**config.mk**
```make
export PLATFORM = sky130hd
export DESIGN_NAME = arb_mux_rr_flat
export DESIGN_NICKNAME = d
export VERILOG_FILES = /design/src/rtl/arb_mux_rr_if.sv /design/src/rtl/arb_mux_rr.sv /design/src/flat_wrapper.sv
export SDC_FILE = /design/constraint.sdc
export NUM_CORES = 1
export LEC_CHECK = 0
export CAP_MARGIN = 40
export CORE_MARGIN = 3
export CORE_UTILIZATION = 35
export CTS_CLUSTER_SIZE = 30
export DETAILED_ROUTE_END_ITERATION = 10
export PLACE_DENSITY = 0.86
export SLEW_MARGIN = 20
export SYNTH_ARGS = -nofsm -noshare
export SYNTH_HDL_FRONTEND = slang
export SYNTH_SLANG_ARGS = --single-unit
```
**constraint.sdc**
```tcl
create_clock -name clk -period 3.1 [get_ports clk]
set_input_delay 0.62 -clock clk [delete_from_list [all_inputs] [get_ports clk]]
set_output_delay 0.62 -clock clk [all_outputs]
set_load 0.02 [all_outputs]
```
**src/rtl/arb_mux_rr_if.sv**
```systemverilog
// Bundle of per-channel input handshakes plus the single registered output port.
// Latency: none, wiring only.
// Backpressure: carries in_ready towards producers and out_ready from the consumer.
interface arb_mux_rr_if #(
    parameter int WIDTH = 16,
    parameter int NCH   = 4
);
    localparam int CH_W = (NCH > 2) ? $clog2(NCH) : 1;

    logic [NCH*WIDTH-1:0] in_data;
    logic [NCH-1:0]       in_valid;
    logic [NCH-1:0]       in_last;
    logic [NCH-1:0]       in_ready;
    logic [WIDTH-1:0]     out_data;
    logic [CH_W-1:0]      out_ch;
    logic                 out_last;
    logic                 out_valid;
    logic                 out_ready;

    // Arbiter side: consumes channel beats, drives the output register.
    modport slave (
        input  in_data, in_valid, in_last, out_ready,
        output in_ready, out_data, out_ch, out_last, out_valid
    );

    // Environment side: producers and the downstream consumer.
    modport master (
        output in_data, in_valid, in_last, out_ready,
        input  in_ready, out_data, out_ch, out_last, out_valid
    );
endinterface

```
**src/rtl/arb_mux_rr.sv**
```systemverilog
// N:1 arbitrating mux, round-robin or fixed priority, grant locked across multi-beat transfers.
// Latency: 1 cycle from accepted input beat to out_valid; 1 beat/cycle under continuous out_ready.
// Backpressure: in_ready is all-zero while the output register holds a beat and out_ready is low.
module arb_mux_rr #(
    parameter int WIDTH   = 16,
    parameter int NCH     = 4,
    parameter int MODE_RR = 1
) (
    input  logic       clk,
    input  logic       rst_n,
    arb_mux_rr_if.slave bus
);
    localparam int CH_W = (NCH > 2) ? $clog2(NCH) : 1;

    logic [WIDTH-1:0] r_out_data;
    logic [CH_W-1:0]  r_out_ch;
    logic             r_out_last;
    logic             r_out_valid;
    logic [CH_W-1:0]  r_ptr;
    logic             r_lock;
    logic [CH_W-1:0]  r_lock_ch;

    logic             w_load_en;
    logic [NCH-1:0]   w_elig;
    logic [CH_W-1:0]  w_start;
    logic [2*NCH-1:0] w_dbl;
    logic [NCH-1:0]   w_rot;
    logic [CH_W:0]    w_sum;
    logic             w_any;
    logic [CH_W-1:0]  w_gnt;
    logic [NCH-1:0]   w_gnt_oh;
    logic [WIDTH-1:0] w_sel_data;
    logic             w_sel_last;
    logic             w_accept;
    logic [CH_W-1:0]  w_ptr_nxt;

    // The output register can take a beat when empty or being drained this cycle.
    assign w_load_en = !r_out_valid || bus.out_ready;

    // While a transfer is open only its owner may be considered; others wait.
    always_comb begin
        w_elig = bus.in_valid;
        if (r_lock) begin
            w_elig = '0;
            for (int c = 0; c < NCH; c++) begin
                if (CH_W'(c) == r_lock_ch) w_elig[c] = bus.in_valid[c];
            end
        end
    end

    // Rotate the eligibility vector so the search always starts at bit 0, then map back.
    always_comb begin
        w_start  = (MODE_RR != 0) ? r_ptr : '0;
        w_dbl    = {w_elig, w_elig};
        w_rot    = NCH'(w_dbl >> w_start);
        w_any    = 1'b0;
        w_gnt    = '0;
        w_sum    = '0;
        for (int k = 0; k < NCH; k++) begin
            if (!w_any && w_rot[k]) begin
                w_any = 1'b1;
                w_sum = {1'b0, w_start} + (CH_W+1)'(k);
                if (w_sum >= (CH_W+1)'(NCH)) w_sum = w_sum - (CH_W+1)'(NCH);
                w_gnt = w_sum[CH_W-1:0];
            end
        end
    end

    // One-hot grant and the data/last of the granted channel.
    always_comb begin
        w_gnt_oh   = '0;
        w_sel_data = '0;
        w_sel_last = 1'b0;
        for (int c = 0; c < NCH; c++) begin
            if (w_any && (w_gnt == CH_W'(c))) begin
                w_gnt_oh[c] = 1'b1;
                w_sel_data  = bus.in_data[c*WIDTH +: WIDTH];
                w_sel_last  = bus.in_last[c];
            end
        end
    end

    // Eligible implies valid, so a granted ready is always an accept.
    assign w_accept     = rst_n && w_load_en && w_any;
    assign bus.in_ready = w_accept ? w_gnt_oh : '0;

    assign w_ptr_nxt = (w_gnt == CH_W'(NCH-1)) ? '0 : (w_gnt + 1'b1);

    // Output register: load on accept, clear valid on drain without refill, else hold.
    always_ff @(posedge clk or negedge rst_n) begin
        if (!rst_n) begin
            r_out_valid <= 1'b0;
            r_out_data  <= '0;
            r_out_ch    <= '0;
            r_out_last  <= 1'b0;
        end else if (w_accept) begin
            r_out_valid <= 1'b1;
            r_out_data  <= w_sel_data;
            r_out_ch    <= w_gnt;
            r_out_last  <= w_sel_last;
        end else if (r_out_valid && bus.out_ready) begin
            r_out_valid <= 1'b0;
        end
    end

    // Transfer lock and round-robin pointer; the pointer moves only at transfer end.
    always_ff @(posedge clk or negedge rst_n) begin
        if (!rst_n) begin
            r_lock    <= 1'b0;
            r_lock_ch <= '0;
            r_ptr     <= '0;
        end else if (w_accept) begin
            r_lock    <= !w_sel_last;
            r_lock_ch <= w_gnt;
            if (w_sel_last && (MODE_RR != 0)) r_ptr <= w_ptr_nxt;
        end
    end

    assign bus.out_valid = r_out_valid;
    assign bus.out_data  = r_out_data;
    assign bus.out_ch    = r_out_ch;
    assign bus.out_last  = r_out_last;
endmodule

```
**src/flat_wrapper.sv**
```systemverilog
// flat-port wrapper written by rule: the top's interface ports become plain ports
module arb_mux_rr_flat 
#(
    parameter int WIDTH   = 16,
    parameter int NCH     = 4,
    parameter int MODE_RR = 1
)
  (clk, rst_n, bus_in_data, bus_in_valid, bus_in_last, bus_out_ready, bus_in_ready, bus_out_data, bus_out_ch, bus_out_last, bus_out_valid);
  arb_mux_rr_if #(.WIDTH(WIDTH), .NCH(NCH)) bus_i ();
  input  logic clk;
  input  logic rst_n;
  input wire logic [$bits(bus_i.in_data)-1:0] bus_in_data;
  input wire logic [$bits(bus_i.in_valid)-1:0] bus_in_valid;
  input wire logic [$bits(bus_i.in_last)-1:0] bus_in_last;
  input wire logic [$bits(bus_i.out_ready)-1:0] bus_out_ready;
  output wire logic [$bits(bus_i.in_ready)-1:0] bus_in_ready;
  output wire logic [$bits(bus_i.out_data)-1:0] bus_out_data;
  output wire logic [$bits(bus_i.out_ch)-1:0] bus_out_ch;
  output wire logic [$bits(bus_i.out_last)-1:0] bus_out_last;
  output wire logic [$bits(bus_i.out_valid)-1:0] bus_out_valid;
  assign bus_i.in_data = bus_in_data;
  assign bus_i.in_valid = bus_in_valid;
  assign bus_i.in_last = bus_in_last;
  assign bus_i.out_ready = bus_out_ready;
  assign bus_in_ready = bus_i.in_ready;
  assign bus_out_data = bus_i.out_data;
  assign bus_out_ch = bus_i.out_ch;
  assign bus_out_last = bus_i.out_last;
  assign bus_out_valid = bus_i.out_valid;
  arb_mux_rr #(.WIDTH(WIDTH), .NCH(NCH), .MODE_RR(MODE_RR)) u_core (.clk(clk), .rst_n(rst_n), .bus(bus_i));
endmodule
```
==> flow_metrics.py <==
metrics = {
    "setup_path": {
        "worstPathArrival_ns": 2.39,
        "r2r-start": "u_core.r_ptr[0]",
        "path_cells": "buf_4 -> nand4b_1 -> o221a_4 -> buf_4 -> o21ai_0 -> o211ai_1 -> buf_4 -> ha_4 -> inv_2 -> nor2_2 -> buf_6",
        "path_common_cell": "buf_4",
        "critPathTopFamily": "buffers and inverters",
        "r2r-end": "u_core.r_ptr[0]",
        "r2r_slack_ns": 0.13,
        "worst_setup_path_end_kind": "primary output",
        "reg2reg_depth": 13,
        "cp_num_buf_inv": 5,
        "cp_data_required_time_ns": 2.48,
        "critPathMaxFanout": 9,
        "slowest_delay_ns": 0.41,
        "cp_slowest_cell": "dfrtp_2",
        "cp-start-kind": "flop",
        "path_class": "flop to primary output",
    },
    "clock_network": {
        "clk_pin_slew_ns": 0.09,
        "cts_made_buffers": 3,
        "clk_latency_ns": 0.27,
        "cts_hold_buf": 0,
        "cts_tree": "done",
        "post_cts_buffers": 0,
        "cts_sinks": 23,
        "h-tree-depth": 1,
        "ctsLongestPathBuffers": 2,
        "root_buffer": "clkbuf_8",
    },
    "synthesis": {
        "synth_xor_area_frac": 0,
        "synthAdderAreaFrac": 0.0278,
        "synthMuxAreaShare": 0.0236,
        "synthSimpleGateAreaFrac": 0.172,
        "avgSynthCellArea_um2": 8.26,
        "synth_nets": 297,
        "ys_ff_latch": 23,
        "synth-async-reset-ratio": 1.00,
        "yosysSeqAreaShare": 0.319,
        "synth_compound_area_frac": 0.372,
        "netlist-cell-type-count": 39,
        "synth_top_family_by_area": "compound AO/OA/AOI/OAI gates",
        "synth_flop_cell": "dfrtp_1",
        "netlist_instances": 218,
        "syn-cell-area_um2": 1800,
        "synth-edff-count": 0,
        "synth_warnings": 0,
    },
    "layout": {
        "n_fill_cell": 406,
        "area_delta_synth_final_pct": 75.7,
        "diodes": 0,
        "final_core_util": 0.653,
        "final_nets": 406,
        "drive_gt1_frac": 0.236,
        "final_cell_area_um2": 3170,
    },
    "grt": {
        "groute.usage.overall": 0.208,
        "grt_pass1_vias": 2097,
        "grt_pass1_wl_um": 10100,
        "grt_start_max_net_pins": 51,
        "grt-ovfl-total": 0,
        "antenna_found_initial": 0,
    },
    "timing": {
        "hold_viol": 0,
        "slew_violations": 0,
        "fin_crit_sh": 0.971,
        "period_minus_slack_ns": 3.01,
        "finalSetupViolCount": 0,
        "fin_tns_setup_ns": 0,
        "worst_pin_slew_ns": 0.460,
        "relSlewSlack": 0.692,
        "fmax_mhz": 332,
        "finalClockSkew_ns": 0.00214,
    },
    "floorplanning": {
        "core_um2": 4850,
        "io_pins": 99,
        "initial_utilization": 0.372,
        "die_x_um": 77.8,
        "num_rows": 25,
        "die_area_um2": 6050,
        "die_h_um": 77.8,
    },
    "placement": {
        "place_area_um2": 3000,
        "globalplace.congestion": 0.943,
        "dp_hpwl_um": 4850,
        "port_buffers": 98,
    },
    "min_path": {
        "hold_start": "u_core.bus.out_data[7]",
        "hold_class": "flop to flop",
        "holdPathStages": 2,
        "min_to": "u_core.bus.out_data[7]",
    },
    "outcome": {
        "status": "finished clean",
    },
    "detailed_routing": {
        "dr.pass1.iters": 4,
        "vias": 2085,
        "wirelength_um": 6470,
        "ant_nets": 0,
        "avgRoutedWirePerCell_um": 16.5,
        "drc": 0,
        "vias_per_cell": 5.31,
        "dr.first_iter.drc_count": 90,
    },
    "job": {
        "drv_cap": 0,
    },
    "power_and_ir_drop": {
        "p_leak_nw": 1.25,
        "max-vdd-ir-drop_v": 0.000685,
        "power.density_nw_per_um2": 1210,
    },
}
-- worst register-to-register path: stages, from the launching register on --
cell      delay (ns)
dfrtp_2         0.45
nand2b_4        0.15
o221a_4         0.27
or3b_1          0.36
a32oi_2         0.22
o21ai_2         0.10
buf_6           0.14
ha_4            0.17
buf_4           0.16
a221oi_2        0.26
nor3_2          0.06
a21oi_2         0.15
nor2_2          0.07
mux2_4          0.30
-- synth_stat cells (5+ instances only) --
master,count,area (µm²)
nor2_1,21,78.8
a221oi_1,17,149
clkbuf_1,9,33.8
buf_2,9,45.0
nand2_1,28,105
a211oi_1,16,120
inv_1,8,30.0
dfrtp_1,23,576
o21ai_0,5,25.0
a21oi_1,20,100
o31ai_1,16,120
-- sequential cells by signal (all words and copies together), names as in the netlist --
| register | cells |
|---|---|
| u_core.bus.out_ch | 2 |
| u_core.r_lock | 1 |
| u_core.bus.out_data | 16 |
| u_core.r_ptr | 2 |
| u_core.bus.out_valid | 1 |
| u_core.bus.out_last | 1 |
-- report_power, final --
part	switching [mW]	internal (mW)	total (mW)
registers	0.112	0.446	0.558
logic	1.69	1.38	3.07
clock network	0.103	0.0899	0.192
-- final cells by class --
class | instances | area (µm²) | share of cell area
sequential | 23 | 579 | 0.183
clock inverter | 1 | 5.00 | 0.00158
timing repair buffer | 126 | 1190 | 0.377
clock buffer | 3 | 41.3 | 0.0130
multi-input combinational | 165 | 1230 | 0.389
inverter | 8 | 30.0 | 0.00949
tap | 67 | 83.8 | 0.0265
-- through the flow --
stage	setup slack (ns)	cells	power, mW	hold WS (ns)
2_1_floorplan	0.00431	218	2.47	0.324
3_3_place_gp	-0.725	389	3.29	0.459
3_5_place_dp	-0.774	389	3.37	0.465
4_1_cts	-0.00192	393	3.64	0.485
5_1_grt	-0.00628	393	4.15	0.509
6_report	0.0907	393	3.82	0.481
-- worst max-delay path by stage --
stage,start,end,cells after the start
2_1_floorplan,u_core.bus.out_ch[1],bus_in_ready[1],12
3_3_place_gp,bus_in_valid[1],bus_in_ready[2],11
3_5_place_dp,bus_in_valid[1],bus_in_ready[2],11
4_1_cts,bus_in_valid[1],bus_in_ready[2],11
5_1_grt,u_core.bus.out_ch[1],u_core.bus.out_data[2],14
6_report,u_core.bus.out_ch[1],bus_in_ready[0],11
-- timing repair --
action / in CTS / in global routing
pin swaps: 3 / 10
endpoints found under the setup margin: 24 / 24
resized for setup: 33 / 30
-- layout by cell type (no fill, tap or decap), types with 2 or more instances in the layout --
cell / n
inv_1: 4
clkdlybuf4s50_1: 90
a311oi_2: 2
a21oi_2: 4
a21oi_1: 17
ha_4: 4
o21ai_0: 4
nor3_2: 3
inv_2: 4
a21boi_0: 2
o31ai_1: 16
o21ai_2: 3
a221oi_2: 2
nor2_2: 2
nor2_4: 2
dfrtp_1: 20
nand2b_4: 2
a221oi_1: 15
buf_4: 26
mux2_4: 2
nor2b_1: 3
buf_6: 4
a211oi_1: 16
nor2_1: 17
nand2b_1: 3
nand2_1: 27
dfrtp_2: 3
clkbuf_8: 3
mux2i_1: 2
-- logic make-up after synthesis --
logic type                 count (synthesis)
and+or+nand+nor                           67
adders and majority gates                  4
DFF                                       23
AOI/OAI and AO/OA                         90
muxes                                      4
buffers and inverters                     30
-- per-layer routing --
metal	share of wire	routed length [µm]	GRT usage	vias up
met5	0	0	0	-
met4	0.011	68	0.0498	0
met3	0.062	401	0.0336	6
met2	0.50	3250	0.379	91
met1	0.42	2750	0.253	960
li1	-	-	-	1028
No activity file was read; power rests on OpenSTA's default activity.
